[config.mk]
export PLATFORM = sky130hd
export DESIGN_NAME = coin_accumulator
export DESIGN_NICKNAME = d
export VERILOG_FILES = /design/src/rtl/vend_pkg.sv /design/src/rtl/coin_value_decode.sv /design/src/rtl/coin_accumulator.sv
export SDC_FILE = /design/constraint.sdc
export NUM_CORES = 1
export LEC_CHECK = 0
export ABC_AREA = 1
export CELL_PAD_IN_SITES_DETAIL_PLACEMENT = 2
export CELL_PAD_IN_SITES_GLOBAL_PLACEMENT = 2
export CORE_UTILIZATION = 21
export CTS_CLUSTER_DIAMETER = 80
export DETAILED_ROUTE_END_ITERATION = 8
export GPL_TIMING_DRIVEN = 0
export PLACE_DENSITY_LB_ADDON = 0.08
export RECOVER_POWER = 25
export SYNTH_ARGS = -nofsm -noshare
export SYNTH_HDL_FRONTEND = slang
export SYNTH_HIERARCHICAL = 1
export SYNTH_SLANG_ARGS = --single-unit
[constraint.sdc]
create_clock -name CLK -period 2.1 [get_ports CLK]
set_clock_uncertainty 0.15 [all_clocks]
set_input_delay 0.63 -clock CLK [delete_from_list [all_inputs] [get_ports CLK]]
set_output_delay 0.63 -clock CLK [all_outputs]
set_load 0.05 [all_outputs]
[src/rtl/vend_pkg.sv]
// Shared definitions for the vending controller front stage and change-return stage.
package vend_pkg;

    // Controller states of the coin accumulator.
    typedef enum logic [2:0] {
        ST_IDLE     = 3'd0,
        ST_COLLECT  = 3'd1,
        ST_VEND     = 3'd2,
        ST_COOLDOWN = 3'd3,
        ST_REFUND   = 3'd4
    } acc_state_e;

    // Default item cost in rubles; PRICE+4 must stay within 4 bits.
    localparam logic [3:0] PRICE_DEFAULT = 4'd5;

    // Coin denominations.
    localparam logic [3:0] COIN_1_VAL = 4'd1;
    localparam logic [3:0] COIN_2_VAL = 4'd2;
    localparam logic [3:0] COIN_5_VAL = 4'd5;

    // Change amounts the downstream change-return stage can pay out.
    localparam logic [3:0] CHANGE_0 = 4'd0;
    localparam logic [3:0] CHANGE_1 = 4'd1;
    localparam logic [3:0] CHANGE_2 = 4'd2;
    localparam logic [3:0] CHANGE_4 = 4'd4;

    // True when the change-return stage can pay out change amount n.
    function automatic logic change_supported(input logic [3:0] n);
        return (n == CHANGE_0) || (n == CHANGE_1) ||
               (n == CHANGE_2) || (n == CHANGE_4);
    endfunction

endpackage

[src/rtl/coin_value_decode.sv]
// Turns the three coin pulse lines into a ruble value and a multi-hot flag.
module coin_value_decode
    import vend_pkg::*;
(
    input  logic       coin_1,
    input  logic       coin_2,
    input  logic       coin_5,
    output logic [3:0] value_o,
    output logic       illegal_o
);

    // Decode a one-hot coin pulse; any multi-hot combination yields value 0 and illegal.
    always_comb begin
        illegal_o = (coin_1 & coin_2) | (coin_1 & coin_5) | (coin_2 & coin_5);
        if (illegal_o) begin
            value_o = 4'd0;
        end else if (coin_1) begin
            value_o = COIN_1_VAL;
        end else if (coin_2) begin
            value_o = COIN_2_VAL;
        end else if (coin_5) begin
            value_o = COIN_5_VAL;
        end else begin
            value_o = 4'd0;
        end
    end

endmodule

[src/rtl/coin_accumulator.sv]
// Coin accumulator: collects coins into credit, hands a full payment to the
// change-return stage for one cycle, and handles cancel/refund and coin rejects.
module coin_accumulator
    import vend_pkg::*;
#(
    parameter logic [3:0] PRICE = PRICE_DEFAULT
) (
    input  logic       CLK,
    input  logic       reset,
    input  logic       coin_1,
    input  logic       coin_2,
    input  logic       coin_5,
    input  logic       cancel,
    output logic [3:0] summ,
    output logic       dispense,
    output logic       coin_reject,
    output logic       refund,
    output logic [3:0] refund_amount,
    output logic [3:0] credit
);

    acc_state_e state_q, state_d;
    logic [3:0] credit_q, credit_d;
    logic       reject_q, reject_d;

    logic [3:0] value_s;
    logic       illegal_s;
    logic       any_coin_s;
    logic [3:0] total_s;
    logic [3:0] change_s;

    coin_value_decode u_decode (
        .coin_1    (coin_1),
        .coin_2    (coin_2),
        .coin_5    (coin_5),
        .value_o   (value_s),
        .illegal_o (illegal_s)
    );

    // Credit candidate and change it would produce; credit < PRICE here so no wrap.
    always_comb begin
        any_coin_s = coin_1 | coin_2 | coin_5;
        total_s    = credit_q + value_s;
        change_s   = total_s - PRICE;
    end

    // State, credit and reject pulse registers with synchronous reset.
    always_ff @(posedge CLK) begin
        if (reset) begin
            state_q  <= ST_IDLE;
            credit_q <= 4'd0;
            reject_q <= 1'b0;
        end else begin
            state_q  <= state_d;
            credit_q <= credit_d;
            reject_q <= reject_d;
        end
    end

    // Next-state, next-credit and reject decision for the current cycle.
    always_comb begin
        state_d  = state_q;
        credit_d = credit_q;
        reject_d = 1'b0;
        case (state_q)
            ST_IDLE, ST_COLLECT: begin
                if (cancel && (state_q == ST_COLLECT)) begin
                    // Cancel wins over any coin arriving with it.
                    state_d  = ST_REFUND;
                    reject_d = any_coin_s;
                end else if (any_coin_s) begin
                    if (illegal_s) begin
                        reject_d = 1'b1;
                    end else if (total_s < PRICE) begin
                        credit_d = total_s;
                        state_d  = ST_COLLECT;
                    end else if (change_supported(change_s)) begin
                        credit_d = total_s;
                        state_d  = ST_VEND;
                    end else begin
                        // Change of 3 cannot be paid downstream; bounce the coin.
                        reject_d = 1'b1;
                    end
                end else begin
                    state_d = state_q;
                end
            end
            ST_VEND: begin
                state_d  = ST_COOLDOWN;
                credit_d = 4'd0;
                reject_d = any_coin_s;
            end
            ST_COOLDOWN: begin
                state_d  = ST_IDLE;
                reject_d = any_coin_s;
            end
            ST_REFUND: begin
                state_d  = ST_IDLE;
                credit_d = 4'd0;
                reject_d = any_coin_s;
            end
            default: begin
                state_d  = ST_IDLE;
                credit_d = 4'd0;
                reject_d = 1'b0;
            end
        endcase
    end

    // Moore outputs decoded from the registered state and credit.
    always_comb begin
        summ          = 4'd0;
        dispense      = 1'b0;
        refund        = 1'b0;
        refund_amount = 4'd0;
        case (state_q)
            ST_VEND: begin
                summ     = credit_q;
                dispense = 1'b1;
            end
            ST_REFUND: begin
                refund        = 1'b1;
                refund_amount = credit_q;
            end
            default: begin
                summ     = 4'd0;
                dispense = 1'b0;
            end
        endcase
        coin_reject = reject_q;
        credit      = credit_q;
    end

endmodule

# After elaboration in Yosys (flattened, before gate mapping)

Cells that the tools add are included.

Bitwise gates (word level): 8
Reduce and logical (&&, ||, !) cells: 10
Magnitude comparators: 1
Add/sub/neg operators: 2
Eq/ne operators: 14
Multiplexer cells: 26

Operators by type and width:

| cell                                                                   | count |
|---|---|
| 4-bit two-way mux                                                      | 10 |
| 3-bit two-way mux                                                      | 6 |
| 3-bit inequality test (second input constant)                          | 3 |
| 4-bit one-hot mux with 2 select lines                                  | 1 |
| 1-bit two-way mux                                                      | 7 |
| 3-bit by 2-bit equality test with 1-bit output (second input constant) | 2 |
| 2-bit inequality test (second input constant)                          | 3 |
| 3-bit one-hot mux with 2 select lines                                  | 1 |
| 5-bit AND reduction                                                    | 1 |
| 4-bit adder                                                            | 1 |
| 4-bit by 1-bit equality test with 1-bit output (second input constant) | 1 |
| 4-bit by 2-bit equality test with 1-bit output (second input constant) | 1 |
| 4-bit by 3-bit equality test with 1-bit output (second input constant) | 1 |
| 4-bit zero test                                                        | 1 |
| 4-bit by 3-bit < comparator with 1-bit output (second input constant)  | 1 |
| 4-bit inequality test (second input constant)                          | 1 |
| 1-bit OR                                                               | 4 |
| 4-bit by 3-bit subtractor with 4-bit output (second input constant)    | 1 |
| 1-bit AND                                                              | 3 |
| 3-bit by 1-bit equality test with 1-bit output (second input constant) | 1 |
| 3-bit equality test (second input constant)                            | 1 |
| 3-bit zero test                                                        | 1 |
| 1-bit logical OR                                                       | 3 |
| 3-bit AND reduction                                                    | 1 |
| 5 further kinds                                                        | 5 |

Input port bits: 6
Logic and storage cells: 64
Output and inout bits: 15
Register bits: 8

# Depth between registers and ports, before layout

Depth after elaboration: 16
Mapped depth: 12
Mapped depth without buffers: 12

# Cells and area by module

The synthesis kept the hierarchy.

Modules (own cells, without submodules):

| module            | sequential area each (um^2) | area each (um^2) | cells an instance | instances |
|---|---|---|---|---|
| coin_accumulator  | 160.2                       | 679.4            | 105               | 1 |
| coin_value_decode | 0.0                         | 55.1             | 13                | 1 |

# Worst setup path before layout

OpenSTA, ideal clock, no wires.

Path kind: register -> output
Start: register state_q[1]
End: output summ[0]
Buffers on the path: 0
Cell stages (with the launch flop): 5
Arrival time: 1.988 ns
Data required time: 1.320 ns
Slack: -0.668 ns
Cell sequence: dfxtp_1 -> inv_1 -> nor3_2 -> inv_2 -> nor2_1

Longest elaborated chain between the ends: 2

Ends and longest elaborated chain:

| element                                        | line                    | source |
|---|---|---|
| start: declaration                             | coin_accumulator.sv:22  | `acc_state_e state_q, state_d;` |
| start signal: assignment                       | coin_accumulator.sv:54  | `state_q <= state_d;` |
| 3-bit by 2-bit equality test with 1-bit output | coin_accumulator.sv:116 | `case (state_q)` |
| 4-bit two-way mux                              | coin_accumulator.sv:116 |  |
| end: declaration                               | coin_accumulator.sv:14  | `output logic [3:0] summ,` |

No other way between the ends.

# Final worst setup path

Start: input coin_1
End: register credit_q[0], in the netlist credit[0]

Longest elaborated chain between the ends: 12
Elaborated cells between the ends (all ways): 28
Those cells by class: add/sub (2); order compare (1); eq/ne (6); mux (8); bitwise (6); reduce/logical (5)

Ends and longest elaborated chain:

| element                                                                                  | line                    | source |
|---|---|---|
| start: declaration                                                                       | coin_accumulator.sv:10  | `input logic coin_1,` |
| 1-bit AND                                                                                | coin_value_decode.sv:14 | `illegal_o = (coin_1 & coin_2) \| (coin_1 & coin_5) \| (coin_2 & coin_5);` |
| 1-bit OR (2 in a row)                                                                    | coin_value_decode.sv:14 |  |
| 4-bit two-way mux *                                                                      | coin_value_decode.sv:15 | `if (illegal_o) begin` |
| net value_s[0]                                                                           | coin_accumulator.sv:26  | `logic [3:0] value_s;` |
| 4-bit adder *                                                                            | coin_accumulator.sv:43  | `total_s = credit_q + value_s;` |
| 4-bit by 3-bit subtractor with 4-bit output                                              | coin_accumulator.sv:44  | `change_s = total_s - PRICE;` |
| 4-bit by 1-bit equality test with 1-bit output / 4-bit zero test (equally long branches) | vend_pkg.sv:29          | `return (n == CHANGE_0) \|\| (n == CHANGE_1) \|\|` |
| 1-bit logical OR (2 in a row)                                                            | vend_pkg.sv:29          |  |
| 1-bit logical OR                                                                         | vend_pkg.sv:30          | `(n == CHANGE_2) \|\| (n == CHANGE_4);` |
| 3-bit inequality test (no source line)                                                   | -                       |  |
| 5-bit AND reduction (no source line)                                                     | -                       |  |
| end signal: assignment                                                                   | coin_accumulator.sv:55  | `credit_q <= credit_d;` |
| end: declaration                                                                         | coin_accumulator.sv:23  | `logic [3:0] credit_q, credit_d;` |

Mark *: on every way through the listed nets, which the timed path passes. The rest lies on a longest branch. The select of a mux whose other input is x is not followed.
A chain may end at the register's enable or synchronous reset.

==> results.toml <==
[status]
status = "finished, violations left"
failed_checks = "setup timing"

[drt]
viasPerCell = 4.45
wire_per_inst_um = 13.4
dr.pass1.iters = 2
drtIter0Drc = 18
drt-total-wl_mm = 2.71
drt.antenna.violating_nets = 0
detailroute.via_count = 899
drt_drc_violations_left = 0

[flow_run]
cap_viol_max_count = 0

[synthesis]
synth_flop_cell = "dfxtp_1"
asyncSetResetFlopFracSynth_pct = 0
synth.area.top_cells = "dfxtp_1 22%, nand2_1 16%, nor2_1 10%"
synth-seq-area-share_pct = 21.8
post-synth-top-area-fraction_pct = 21.8
synth_area_leader_cell = "dfxtp_1"
yosysWarnings = 6
yosys.cell_types.count = 25
instance_count_of_the_mapped_netlist = 118
syn_nets = 128
postSynthAreaPerCell_um2 = 6.22
post_synth_design_cell_area_um2 = 734
synth-seq-cells = 8
synth_enable_flop_cells = 0

[clock_tree]
cts-hold-fix-buffers = 0
cts_buffer_depth = 2
ctsHtreeMaxLevel = 1
cts_tree = "yes"
clk_pin_slew_ns = 0.05
tritoncts.num_buffers = 3
clk_root_buffer_cell = "clkbuf_4"
clk_latency_ns = 0.26
cts.sinks = 8

[global_routing]
grt_start_max_net_pins = 10
gr-total-overflow = 0
global_route_wire_length_before_repair_mm = 4.17
antenna_found_initial = 0
first_global_vias = 888
grt.total_usage_pct = 15.8

[final_layout]
area_growth_syn_to_layout_pct = 92.8
proportion_of_layout_cells_with_a_drive_suffix_above_1_pct = 56.4
finalNetCount = 167
finish.instance_area_um2 = 1420
utilization_pct = 42.4
n_antenna_cell = 0
finalNonFillerCells = 202
final_common_cell = "nand2_1"
layout_common_cells = "25 x nand2_1, 12 x buf_4, 10 x nor2_4"

[sta]
post-route-worst-setup-slack_ns = -0.0850
whs_ns = 0.401
slew_viol_final = 0
setup_failing_eps_final = 6
timing.final.crit_period_ns = 2.18
post-route-period-util_pct = 104
timing_hold_violations_final = 0
fmaxAchievable_mhz = 458
setup_repair_after_global_routing_missed_its_margin = "true"

[die]
number_of_core_rows = 21
die_h_um = 61.1
die_area_um2 = 3740
start_util_pct = 22.0
die_width_um = 61.1
core_um2 = 3340
io_pins = 21

[pwr]
power_density_nw_per_um2 = 1380
power_leakage_nw = 0.635
ir_drop_worst_case_vdd_mv = 0.524

[min_path]
min_path_type = "reg -> reg"

[placement]
place_area_um2 = 1120
place.detailed.hpwl_mm = 2.06
placement.io_buffers = 20
numPlacedInstances = 184
placer_congestion = 0.704

[critical_path]
worst-endpoint-arrival_ns = 2.18
timing.critical_path.fanout_max = 8
worst-setup-path-type = "in -> reg"
cp-start-kind = "input pin"
required_ns = 2.09
worst_setup_path_end_kind = "register"
## kinds of logic (layout without fill, tap and decap cells)
family | Yosys count | after routing | share of synthesized area (%)
DFF | 8 | 8 | 21.8
AOI/OAI and AO/OA | 13 | 13 | 12.4
buffers and inverters | 17 | 55 | 9.20
and+or+nand+nor | 74 | 74 | 47.0
xor gates and xnor gates | 1 | 1 | 1.19
other | 1 | 1 | 0.511
adders and majority gates | 4 | 4 | 7.84
## critical path: stages
cell,delay [ns]
buf_12,0.11
nor2_4,0.10
nor2_2,0.05
ha_2,0.18
fa_2,0.56
nor2_2,0.04
nand2_2,0.11
nand3_4,0.15
a21oi_1,0.18
nor2_1,0.06
## report_power, final
part	internal [W]	switching, W	total [W]
sequential	0.000231	0.000115	0.000346
clock	0.0000730	0.0000580	0.000131
combinational	0.000542	0.000937	0.00148
total	0.000847	0.00111	0.00196
## layout make-up
type | instances | area [um^2]
Multi-Input combinational cell | 93 | 723
Fill cell | 390 | 1920
Clock buffer | 4 | 26.3
Inverter | 16 | 75.1
Timing Repair Buffer | 34 | 355
Buffer | 1 | 7.51
Sequential cell | 8 | 171
Tap cell | 46 | 57.6
## repair_timing
action | 4_1_cts | 5_1_grt
endpoints found under the setup margin | 22 | 18
pin swaps | 11 | 16
setup buffers | 10 | 4
resized for setup | 104 | 26
## cell usage after synthesis, types with 2 or more instances
library cell and count:
nand2_2 2, nor3_1 2, dfxtp_1 8, nand3_1 12, inv_2 4, inv_1 12, nor2_1 20, o21ai_1 2
nand2_1 31, nor3_2 2, ha_1 3, a21oi_1 7
## per-layer routing
layer  wire length, um  share of wire, %  up-vias  global-route usage (%)
met4                42               1.5        0                    6.82
li1                  -                 -      450                       -
met3                82               3.0        4                    2.10
met1              1150                43      425                    18.8
met5                 0                 0        -                       0
met2              1430                53       20                    28.3
## metrics by stage
step / setup TNS, ns / setup WS, ns / total power [W]
after global routing: -1.12 / -0.151 / 0.00212
final: -0.363 / -0.0850 / 0.00196
after CTS: -0.500 / -0.0980 / 0.00185
after floorplan: -1.49 / -0.148 / 0.00126
after detailed placement: -9.78 / -0.954 / 0.00158
after global placement: -9.19 / -0.885 / 0.00154
## final timing paths
path | from | end | slack [ns] | cells past startpoint
worst max-delay path | coin_1 | credit[0]$_SDFFE_PP0P_ | -0.08 | 10
worst max register to register | credit[0]$_SDFFE_PP0P_ | credit[0]$_SDFFE_PP0P_ | 0.17 | 7
worst min-delay path | credit[3]$_SDFFE_PP0P_ | credit[3]$_SDFFE_PP0P_ | 0.40 | 2
worst min register to register | credit[3]$_SDFFE_PP0P_ | credit[3]$_SDFFE_PP0P_ | 0.40 | 2
## registers in the layout (all words and copies together), names as in the netlist
| name | flops |
|---|---|
| credit | 4 |
| coin_reject | 1 |
| state_q | 3 |
No activity file was read; power rests on OpenSTA's default activity.
